--- config.mk ---
export PLATFORM = sky130hd
export DESIGN_NAME = pri_irq_ctrl
export DESIGN_NICKNAME = d
export VERILOG_FILES = /design/src/rtl/pri_irq_ctrl.sv
export SDC_FILE = /design/constraint.sdc
export NUM_CORES = 1
export LEC_CHECK = 0
export BUFFER_PORTS_ARGS = -buffer_cell sky130_fd_sc_hd__buf_2
export CAP_MARGIN = 20
export CORE_MARGIN = 2
export CORE_UTILIZATION = 39
export DETAILED_ROUTE_END_ITERATION = 7
export PLACE_DENSITY = 0.71
export SLEW_MARGIN = 40
export SYNTH_ARGS = -nofsm -noshare
export SYNTH_HDL_FRONTEND = slang
export SYNTH_SLANG_ARGS = --single-unit
--- constraint.sdc ---
create_clock -name clk -period 1.3 [get_ports clk]
set_input_delay 0.13 -clock clk [delete_from_list [all_inputs] [get_ports clk]]
set_output_delay 0.13 -clock clk [all_outputs]
set_load 0.05 [all_outputs]
--- src/rtl/pri_irq_ctrl.sv ---
// Eight-input interrupt controller: edge capture into a pending register, fixed priority
// arbitration (bit 7 highest) under a mask, and a raise/ack/eoi handshake to the processor.
module pri_irq_ctrl (
  input  logic       clk,
  input  logic       rst,
  input  logic [7:0] req,
  input  logic       mask_we,
  input  logic [7:0] mask_din,
  input  logic       ack,
  input  logic       eoi,
  output logic       irq,
  output logic [2:0] vec,
  output logic       busy,
  output logic [7:0] pend,
  output logic [7:0] isr
);

  typedef enum logic [1:0] {
    IDLE = 2'd0,
    PEND = 2'd1,
    SERV = 2'd2
  } state_t;

  state_t     state;
  logic [7:0] req_q;
  logic [7:0] mask;
  logic [7:0] req_edge;
  logic [7:0] cand;
  logic [7:0] grant;
  logic [7:0] clr;
  logic [2:0] grant_idx;
  logic       any;

  assign req_edge = req & ~req_q;
  assign cand     = pend & ~mask;
  assign any      = |cand;
  assign clr      = (state == PEND && ack) ? (8'd1 << vec) : 8'd0;

  // Ascending scan: the last set bit seen is the highest, so it wins the grant.
  always_comb begin
    grant     = 8'd0;
    grant_idx = 3'd0;
    for (int i = 0; i < 8; i++) begin
      if (cand[i]) begin
        grant     = 8'd1 << i;
        grant_idx = 3'(i);
      end
    end
  end

  // Set is OR-ed in after the clear so a coincident new edge keeps the bit pending.
  always_ff @(posedge clk) begin
    if (rst) begin
      req_q <= 8'd0;
      pend  <= 8'd0;
      mask  <= 8'd0;
    end else begin
      req_q <= req;
      pend  <= (pend & ~clr) | req_edge;
      if (mask_we) begin
        mask <= mask_din;
      end
    end
  end

  always_ff @(posedge clk) begin
    if (rst) begin
      state <= IDLE;
      irq   <= 1'b0;
      vec   <= 3'd0;
      busy  <= 1'b0;
      isr   <= 8'd0;
    end else begin
      case (state)
        IDLE: begin
          if (any) begin
            vec   <= grant_idx;
            irq   <= 1'b1;
            state <= PEND;
          end
        end
        // vec stays frozen here: no preemption, and masking does not withdraw irq.
        PEND: begin
          if (ack) begin
            isr   <= 8'd1 << vec;
            irq   <= 1'b0;
            busy  <= 1'b1;
            state <= SERV;
          end
        end
        SERV: begin
          if (eoi) begin
            isr   <= 8'd0;
            busy  <= 1'b0;
            state <= IDLE;
          end
        end
        default: begin
          irq   <= 1'b0;
          busy  <= 1'b0;
          isr   <= 8'd0;
          state <= IDLE;
        end
      endcase
    end
  end

endmodule

==> results of run 1 <==
==> cell type report <==
| cell class | instances | area (µm²) |
|---|---|---|
| clock buffer | 6 | 72.57 |
| clock inverter | 2 | 60.06 |
| fill | 390 | 1918 |
| inverter | 5 | 18.77 |
| multi-input combinational | 116 | 784.5 |
| sequential | 39 | 797.0 |
| tap | 50 | 62.56 |
| timing repair buffer | 48 | 257.7 |
==> worst max path at each step <==
stage | endpoint | slack [ns] | cells after the start
after floorplan | vec[1]$_SDFFE_PP0P_ | -0.03 | 4
after global placement | vec[1]$_SDFFE_PP0P_ | 0.06 | 4
after detailed placement | vec[1]$_SDFFE_PP0P_ | 0.03 | 4
after CTS | vec[1]$_SDFFE_PP0P_ | 0.003 | 4
after global routing | vec[1]$_SDFFE_PP0P_ | -0.008 | 4
final | vec[1]$_SDFFE_PP0P_ | 0.04 | 4
==> flip-flops by register name, indices dropped and copies added, names as in the netlist <==
register / flops
irq: 1
vec: 3
req_q: 8
state: 2
pend: 8
busy: 1
isr: 8
mask: 8
==> cell families (layout without fill, tap and decap cells) <==
group                  count (synthesis)  in the layout  synth area share (%)
multiplexers                           9              9                 5.753
AND/OR/NAND/NOR                       71             71                 24.35
buffers and inverters                 12             61                 4.019
AO/OA/AOI/OAI                         36             36                 16.71
flip-flops                            39             39                 49.17
==> layout by cell type (no fill, tap or decap), types with 3 or more instances in the layout <==
cell and instances:
dfxtp_1 26, nand2b_4 6, buf_4 7, clkbuf_8 5, dfxtp_2 13, nand2_1 16
inv_1 5, o21ai_2 3, a21oi_1 21, mux2i_1 8, buf_2 41, nor2_1 19
nor2b_1 20
==> critical path, delay by kind of cell (launching register included) <==
kind / cells / cell delay, ns
AND/OR/NAND/NOR: 1 / 0.13
AO/OA/AOI/OAI: 2 / 0.35
flip-flops: 1 / 0.34
multiplexers: 1 / 0.33
==> synthesized netlist by cell type (2+ instances only) <==
| cell type | n | share of area [%] |
|---|---|---|
| o21ai_2 | 3 | 1.7 |
| dfxtp_1 | 39 | 49 |
| nor2_1 | 19 | 4.5 |
| inv_1 | 5 | 1.2 |
| o21ai_0 | 2 | 0.63 |
| a21oi_1 | 21 | 6.6 |
| buf_6 | 2 | 1.4 |
| nand2b_4 | 2 | 1.7 |
| a21bo_2 | 2 | 1.3 |
| clkbuf_1 | 2 | 0.47 |
| or3b_2 | 2 | 1.1 |
| nor2b_1 | 20 | 7.9 |
| nand3_1 | 2 | 0.63 |
| nand2_1 | 16 | 3.8 |
| mux2i_1 | 8 | 5.0 |
| buf_2 | 3 | 0.95 |
| nand2b_1 | 4 | 1.6 |
| a31oi_1 | 2 | 0.79 |
==> through the flow <==
step / total power [mW] / utilization (%) / hold slack [ns] / setup TNS [ns]
3_5_place_dp: 2.002 / 47.04 / 0.3565 / 0
5_1_grt: 3.320 / 51.70 / 0.06172 / -0.007661
6_report: 3.183 / 51.70 / 0.05414 / 0
2_1_floorplan: 1.839 / - / 0.2582 / -0.03456
4_1_cts: 3.175 / 50.38 / 0.05138 / 0
3_3_place_gp: 1.991 / 47.04 / 0.3518 / 0
==> metal layers <==
metal,up-vias,share of wire [%],track usage [%]
met5,-,0,0
met1,592,45,19.02
met3,10,5.5,5.000
met2,31,47,24.14
li1,660,-,-
met4,0,2.5,10.50
==> power by group <==
part	switching, mW	internal [mW]	total, mW	leakage [nW]
registers	0.0868	1.29	1.38	0.326
clock network	0.409	0.767	1.18	0.0654
logic	0.385	0.245	0.630	0.508
==> what timing repair did <==
| item | 4_1_cts | 5_1_grt |
|---|---|---|
| buffers inserted | 0 | 1 |
| gates resized for setup | 0 | 9 |
| hold buffers | 0 | 0 |
| setup endpoints to repair | 0 | 1 |
==> flow_summary.toml, run 1 <==
[finish]
nets = 236
syn_to_final_growth_pct = 29.31
final_area_um2 = 2053
drive_above_1_share_pct = 39.81
diodes = 0
stdcell_count = 266

[floorplanning]
die_w_um = 67.81
ios = 42
initial_core_util_pct = 39.98
die_area_um2 = 4598
die_y_um = 67.81
core-area_um2 = 3971
fp-row-count = 23

[grt]
grt_usage_pct = 15.83
antenna_found_initial = 0
first_global_vias = 1195
grt_pass1_wl_mm = 5.195
grt-ovfl-total = 0
grt_max_degree = 19

[placed_design]
place_worst_setup_slack_ns = 0.03338
io_buffers = 41
dpl.hpwl_mm = 2.504
postPlaceCellArea_um2 = 1868
gp_congestion = 0.7472
dp_cells = 257

[clock_network]
cts_tree = "yes"
numCtsBuffers = 5
root_buffer = "clkbuf_8"
cts_sinks = 39
clk_latency_ns = 0.29
cts.clk_slew.worst_paths_ns = 0.07
htreeDepth = 2
clockBufferDepth = 2

[sta]
setup_viol = 0
post-route-period-util_pct = 96.67
clock_skew_ns = 0.006642
period_minus_slack_ns = 1.257
layout_setup_ws_ns = 0.04324
slew_viol_final = 0
tightest_slew_ns = 0.3362
max_freq_ghz = 0.7957
slew_headroom_pct = 77.59
hold_viol_final = 0

[route]
vias = 1293
wl_per_cell_um = 12.52
routed_wl_mm = 3.329
remaining_drc_errors = 0
drtIter0Drc = 34
dr.pass1.iters = 2
drt-vias-per-instance = 4.861
antenna_left = 0

[power]
vdd_drop_max_v = 0.0007528
power.leakage_nw = 0.8994
power.density_nw_per_um2 = 1550

[synth]
yosysSeqAreaShare_pct = 49.17
netlist_area_um2 = 1588
synth_cells = 167
synth.distinct_cells = 31
synth_warnings = 0
synthesis.nets = 188
avgSynthCellArea_um2 = 9.508
synth-seq-cells = 39
ys_async_sr_fraction_pct = 0
synth_edf_count = 0
ys.flop_type = "dfxtp_1"

[critical_path]
r2r_setup_slack_ns = 0.04
crit_slowest_cell = "dfxtp_2"
setup.worst_path.class = "register to register"
crit_path_end_kind = "register"
path_max_fanout = 4
cp.arrival_ns = 1.44
r2r_start = "mask[4]$_SDFFE_PP0P_"
r2r.worst_path.cells = 4
slowest_delay_ns = 0.34
worst_setup_path_start_kind = "register"
crit_required_ns = 1.48
crit_chain = "nand2b_4 -> o2111ai_4 -> o21ai_2 -> mux2_1"
reg2reg_to = "vec[1]$_SDFFE_PP0P_"
critPathLaunch = "mask[4]$_SDFFE_PP0P_"

[hold_path]
holdPathEnd = "req_q[4]$_SDFF_PP0_"
hold_path.startpoint = "req[4]"
hold_depth = 2
hp-class = "input port to register"

[run_status]
status = "complete, no violations"

[flow_run]
maxCapViolCount = 0
Power figures use the tool's default switching activity.
==> run 2, diff against run 1 <==
- PLACE_DENSITY: 0.71 -> not set
==> run 2 against run 1 <==
Sequential power barely moved; power fell by 8.0%; largest power group unchanged; clock power fell by 24%; sequential share of layout area rose by 0.36 points.
==> flow_summary.toml, run 2 (same netlist as run 1, synthesis figures left out) <==
[critical_path]
crit_required_ns = 1.51
cp.arrival_ns = 1.48
setup.worst_path.class = "register to register"
path_max_fanout = 3
crit_path_end_kind = "register"
worst_setup_path_start_kind = "register"
r2r.worst_path.cells = 5

[sta]
slew_headroom_pct = 79.90
slew_viol_final = 0
clock_skew_ns = 0.007622
tightest_slew_ns = 0.3015
post-route-period-util_pct = 97.87
layout_setup_ws_ns = 0.02763
rsz0062_at_grt = "true"
period_minus_slack_ns = 1.272
setup_viol = 0
hold_viol_final = 0
fin_tns_setup_ns = 0
max_freq_ghz = 0.7859

[route]
antenna_left = 0
routed_wl_mm = 3.740
drtIter0Drc = 42
wl_per_cell_um = 13.96
drt-vias-per-instance = 4.937
vias = 1323
dr.pass1.iters = 4
remaining_drc_errors = 0

[grt]
grt_max_degree = 16
grt_pass1_wl_mm = 5.761
grt-ovfl-total = 0
antenna_found_initial = 0
grt_usage_pct = 17.36
first_global_vias = 1275

[hold_path]
hp-class = "input port to register"
hold_depth = 2

[floorplanning]
die_area_um2 = 4598
die_y_um = 67.81
core-area_um2 = 3971
initial_core_util_pct = 39.98
ios = 42
die_w_um = 67.81
fp-row-count = 23

[clock_network]
htreeDepth = 2
clockBufferDepth = 2
root_buffer = "clkbuf_8"
cts_sinks = 39
clk_latency_ns = 0.29
numCtsBuffers = 5
cts.clk_slew.worst_paths_ns = 0.07
cts_tree = "yes"

[finish]
final_cell_mix = "buf_2 (41), dfxtp_1 (24), a21oi_1 (21), nor2b_1 (20), nor2_1 (19)"
nets = 238
final_area_um2 = 2041
layout_commonest_cell = "buf_2"
syn_to_final_growth_pct = 28.53
stdcell_count = 268
diodes = 0
drive_above_1_share_pct = 42.66

[placed_design]
place_worst_setup_slack_ns = -0.007980
io_buffers = 41
postPlaceCellArea_um2 = 1868
dpl.hpwl_mm = 2.815
dp_cells = 257
gp_congestion = 0.7443

[run_status]
status = "complete, no violations"

[power]
power.density_nw_per_um2 = 1435
power.leakage_nw = 0.8970
vdd_drop_max_v = 0.0006173

[flow_run]
maxCapViolCount = 0
==> run 2: power breakdown <==
| group | leakage (nW) | switching, mW | internal, mW |
|---|---|---|---|
| clock network | 0.0505 | 0.412 | 0.482 |
| logic | 0.520 | 0.398 | 0.256 |
| registers | 0.326 | 0.0882 | 1.29 |
==> run 2: final timing paths <==
kind,start,endpoint,slack [ns]
worst min-delay path,req[2],req_q[2]$_SDFF_PP0_,0.06
worst min register to register,isr[5]$_SDFFE_PP0P_,isr[5]$_SDFFE_PP0P_,0.46
worst max-delay path,mask[7]$_SDFFE_PP0P_,vec[0]$_SDFFE_PP0P_,0.03
worst max register to register,mask[7]$_SDFFE_PP0P_,vec[0]$_SDFFE_PP0P_,0.03
==> run 2: layer usage <==
layer	vias up	track usage, %	part of all wire, %
met5	-	0	0
met4	0	7.500	0.80
met3	2	5.500	4.7
met2	28	30.27	52
met1	632	19.34	43
li1	661	-	-
==> run 2: cell type report <==
class                   instances  area (µm²)
clock buffers                   7       96.34
repair buffers                 50       272.8
multi-input cells             116       783.3
flip-flops and latches         39       799.5
well taps                      50       62.56
fillers                       378        1931
clock inverters                 1       7.507
inverters                       5       18.77
==> run 2: worst max-delay path: stages (launching register included) <==
cell and delay, ns:
dfxtp_1 0.34, nand2b_4 0.15, o2111ai_2 0.13, buf_4 0.17, o41a_1 0.33, o21ai_2 0.07
==> run 2: repair_timing <==
action,in CTS,in global routing
resized for setup,0,11
endpoints found under the setup margin,1,9
endpoints found under the hold margin,0,0
hold buffers,0,0
buffers inserted,2,1
pin swaps,2,2
==> run 2: through the flow <==
| step | power, mW | hold WS [ns] | util (%) |
|---|---|---|---|
| after CTS | 2.926 | 0.05288 | 50.03 |
| after detailed placement | 2.013 | 0.3584 | 47.04 |
| after global routing | 3.071 | 0.06427 | 51.39 |
| after global placement | 1.989 | 0.3532 | 47.04 |
| after floorplan | 1.839 | 0.2582 | - |
| final | 2.928 | 0.06086 | 51.39 |
==> run 3, diff against run 2 <==
- clock period: 1.3 -> 1.61 ns (I/O delays scaled with it)
==> run 3 against run 2 <==
Power fell by 27%; register-to-register slack better by 0.23 ns; critical path type unchanged; critical endpoint is now vec[1]$_SDFFE_PP0P_; worst hold slack better by 0.045 ns; clock skew is 0.0029 ns lower; setup slack better by 0.23 ns; largest cell class unchanged; sequential share of layout area up 2.1 points; non-clock buffer count is 8 lower; cell count down 3.7%; sequential power fell by 20%.
==> flow_summary.toml, run 3 (same netlist as run 1, synthesis figures left out) <==
[clock_network]
cts.hold.buffers_added = 0
cts_sinks = 39
root_buffer = "clkbuf_8"
clockBufferDepth = 2
numCtsBuffers = 5
htreeDepth = 2
cts.clk_slew.worst_paths_ns = 0.07
post-cts-setup-buffer-count = 0
cts_resized = 0
cts_tree = "yes"
clk_latency_ns = 0.28

[floorplanning]
core-area_um2 = 3971
fp-row-count = 23
initial_core_util_pct = 39.98
die_area_um2 = 4598
ios = 42
die_y_um = 67.81
die_w_um = 67.81

[sta]
fin_tns_setup_ns = 0
post-route-period-util_pct = 83.90
tightest_slew_ns = 0.5486
whs_ns = 0.1056
setup_viol = 0
rsz0062_at_grt = "false"
hold_viol_final = 0
slew_viol_final = 0
slew_headroom_pct = 63.43
clock_skew_ns = 0.004707
period_minus_slack_ns = 1.351
max_freq_ghz = 0.7403

[power]
vdd_drop_max_v = 0.0006893
power.leakage_nw = 0.8271
power_mw = 2.149
power.density_nw_per_um2 = 1136

[finish]
drive_above_1_share_pct = 29.33
nets = 230
nFillCells = 392
diodes = 0
final_area_um2 = 1891
regArea_um2 = 780.7
layout_commonest_cell = "buf_2"
syn_to_final_growth_pct = 19.07
stdcell_count = 258
multiInputGateArea_um2 = 743.2
final_cell_mix = "buf_2 (41), dfxtp_1 (39), a21oi_1 (21), nor2b_1 (20), nor2_1 (19)"

[grt]
grt_max_degree = 32
grt_pass1_wl_mm = 5.437
grt-ovfl-total = 0
grt_usage_pct = 16.32
antenna_found_initial = 0
first_global_vias = 1113

[placed_design]
dp_cells = 252
io_buffers = 41
postPlaceCellArea_um2 = 1818
gp_congestion = 0.7662
dpl.hpwl_mm = 2.624

[critical_path]
setup.worst_path.class = "register to register"
crit_required_ns = 1.78
path_max_fanout = 4
crit_path_end_kind = "register"
cp.arrival_ns = 1.52
worst_setup_path_start_kind = "register"
r2r.worst_path.cells = 4

[route]
drt-vias-per-instance = 4.888
remaining_drc_errors = 0
vias = 1261
drtIter0Drc = 90
antenna_left = 0
routed_wl_mm = 3.377
dr.pass1.iters = 4
wl_per_cell_um = 13.09

[run_status]
status = "complete, no violations"

[flow_run]
maxCapViolCount = 0

[hold_path]
hold_depth = 2
hp-class = "input port to register"
==> run 3: critical path, stage by stage (launching register included) <==
cell and delay (ns):
dfxtp_1 0.33, nand2b_1 0.19, o2111ai_2 0.18, o21ai_2 0.22, mux2_1 0.33
==> run 3: report_power, final <==
part           internal (mW)  switching, mW  total (mW)  leakage, nW
Combinational          0.163          0.300       0.463        0.468
Sequential              1.04         0.0696        1.11        0.322
Clock                  0.288          0.292       0.580       0.0371
==> run 3: final timing paths <==
check                                           from             endpoint  slack (ns)
worst min register to register   isr[0]$_SDFFE_PP0P_  isr[0]$_SDFFE_PP0P_        0.46
worst max-delay path            mask[6]$_SDFFE_PP0P_  vec[1]$_SDFFE_PP0P_        0.26
worst max register to register  mask[6]$_SDFFE_PP0P_  vec[1]$_SDFFE_PP0P_        0.26
worst min-delay path                          req[4]  req_q[4]$_SDFF_PP0_        0.11
==> run 3: metal layers <==
layer	GRT usage (%)	up-vias	part of all wire, %
li1	-	647	-
met1	21.19	580	45
met2	24.63	29	48
met3	5.667	5	6.0
met4	6.750	0	1.7
met5	0	-	0
==> run 3: through the flow <==
| stage | setup slack, ns | utilization [%] |
|---|---|---|
| after floorplan | 0.08819 | - |
| after global placement | 0.3393 | 45.78 |
| after detailed placement | 0.2599 | 45.78 |
| after CTS | 0.2495 | 47.61 |
| after global routing | 0.1620 | 47.61 |
| final | 0.2592 | 47.61 |
==> run 3: layout make-up <==
type / instances / area share, %
sequential: 39 / 41.30
timing repair buffer: 42 / 11.25
tap: 50 / 3.309
multi-input combinational: 116 / 39.31
clock buffer: 6 / 3.839
inverter: 5 / 0.9927
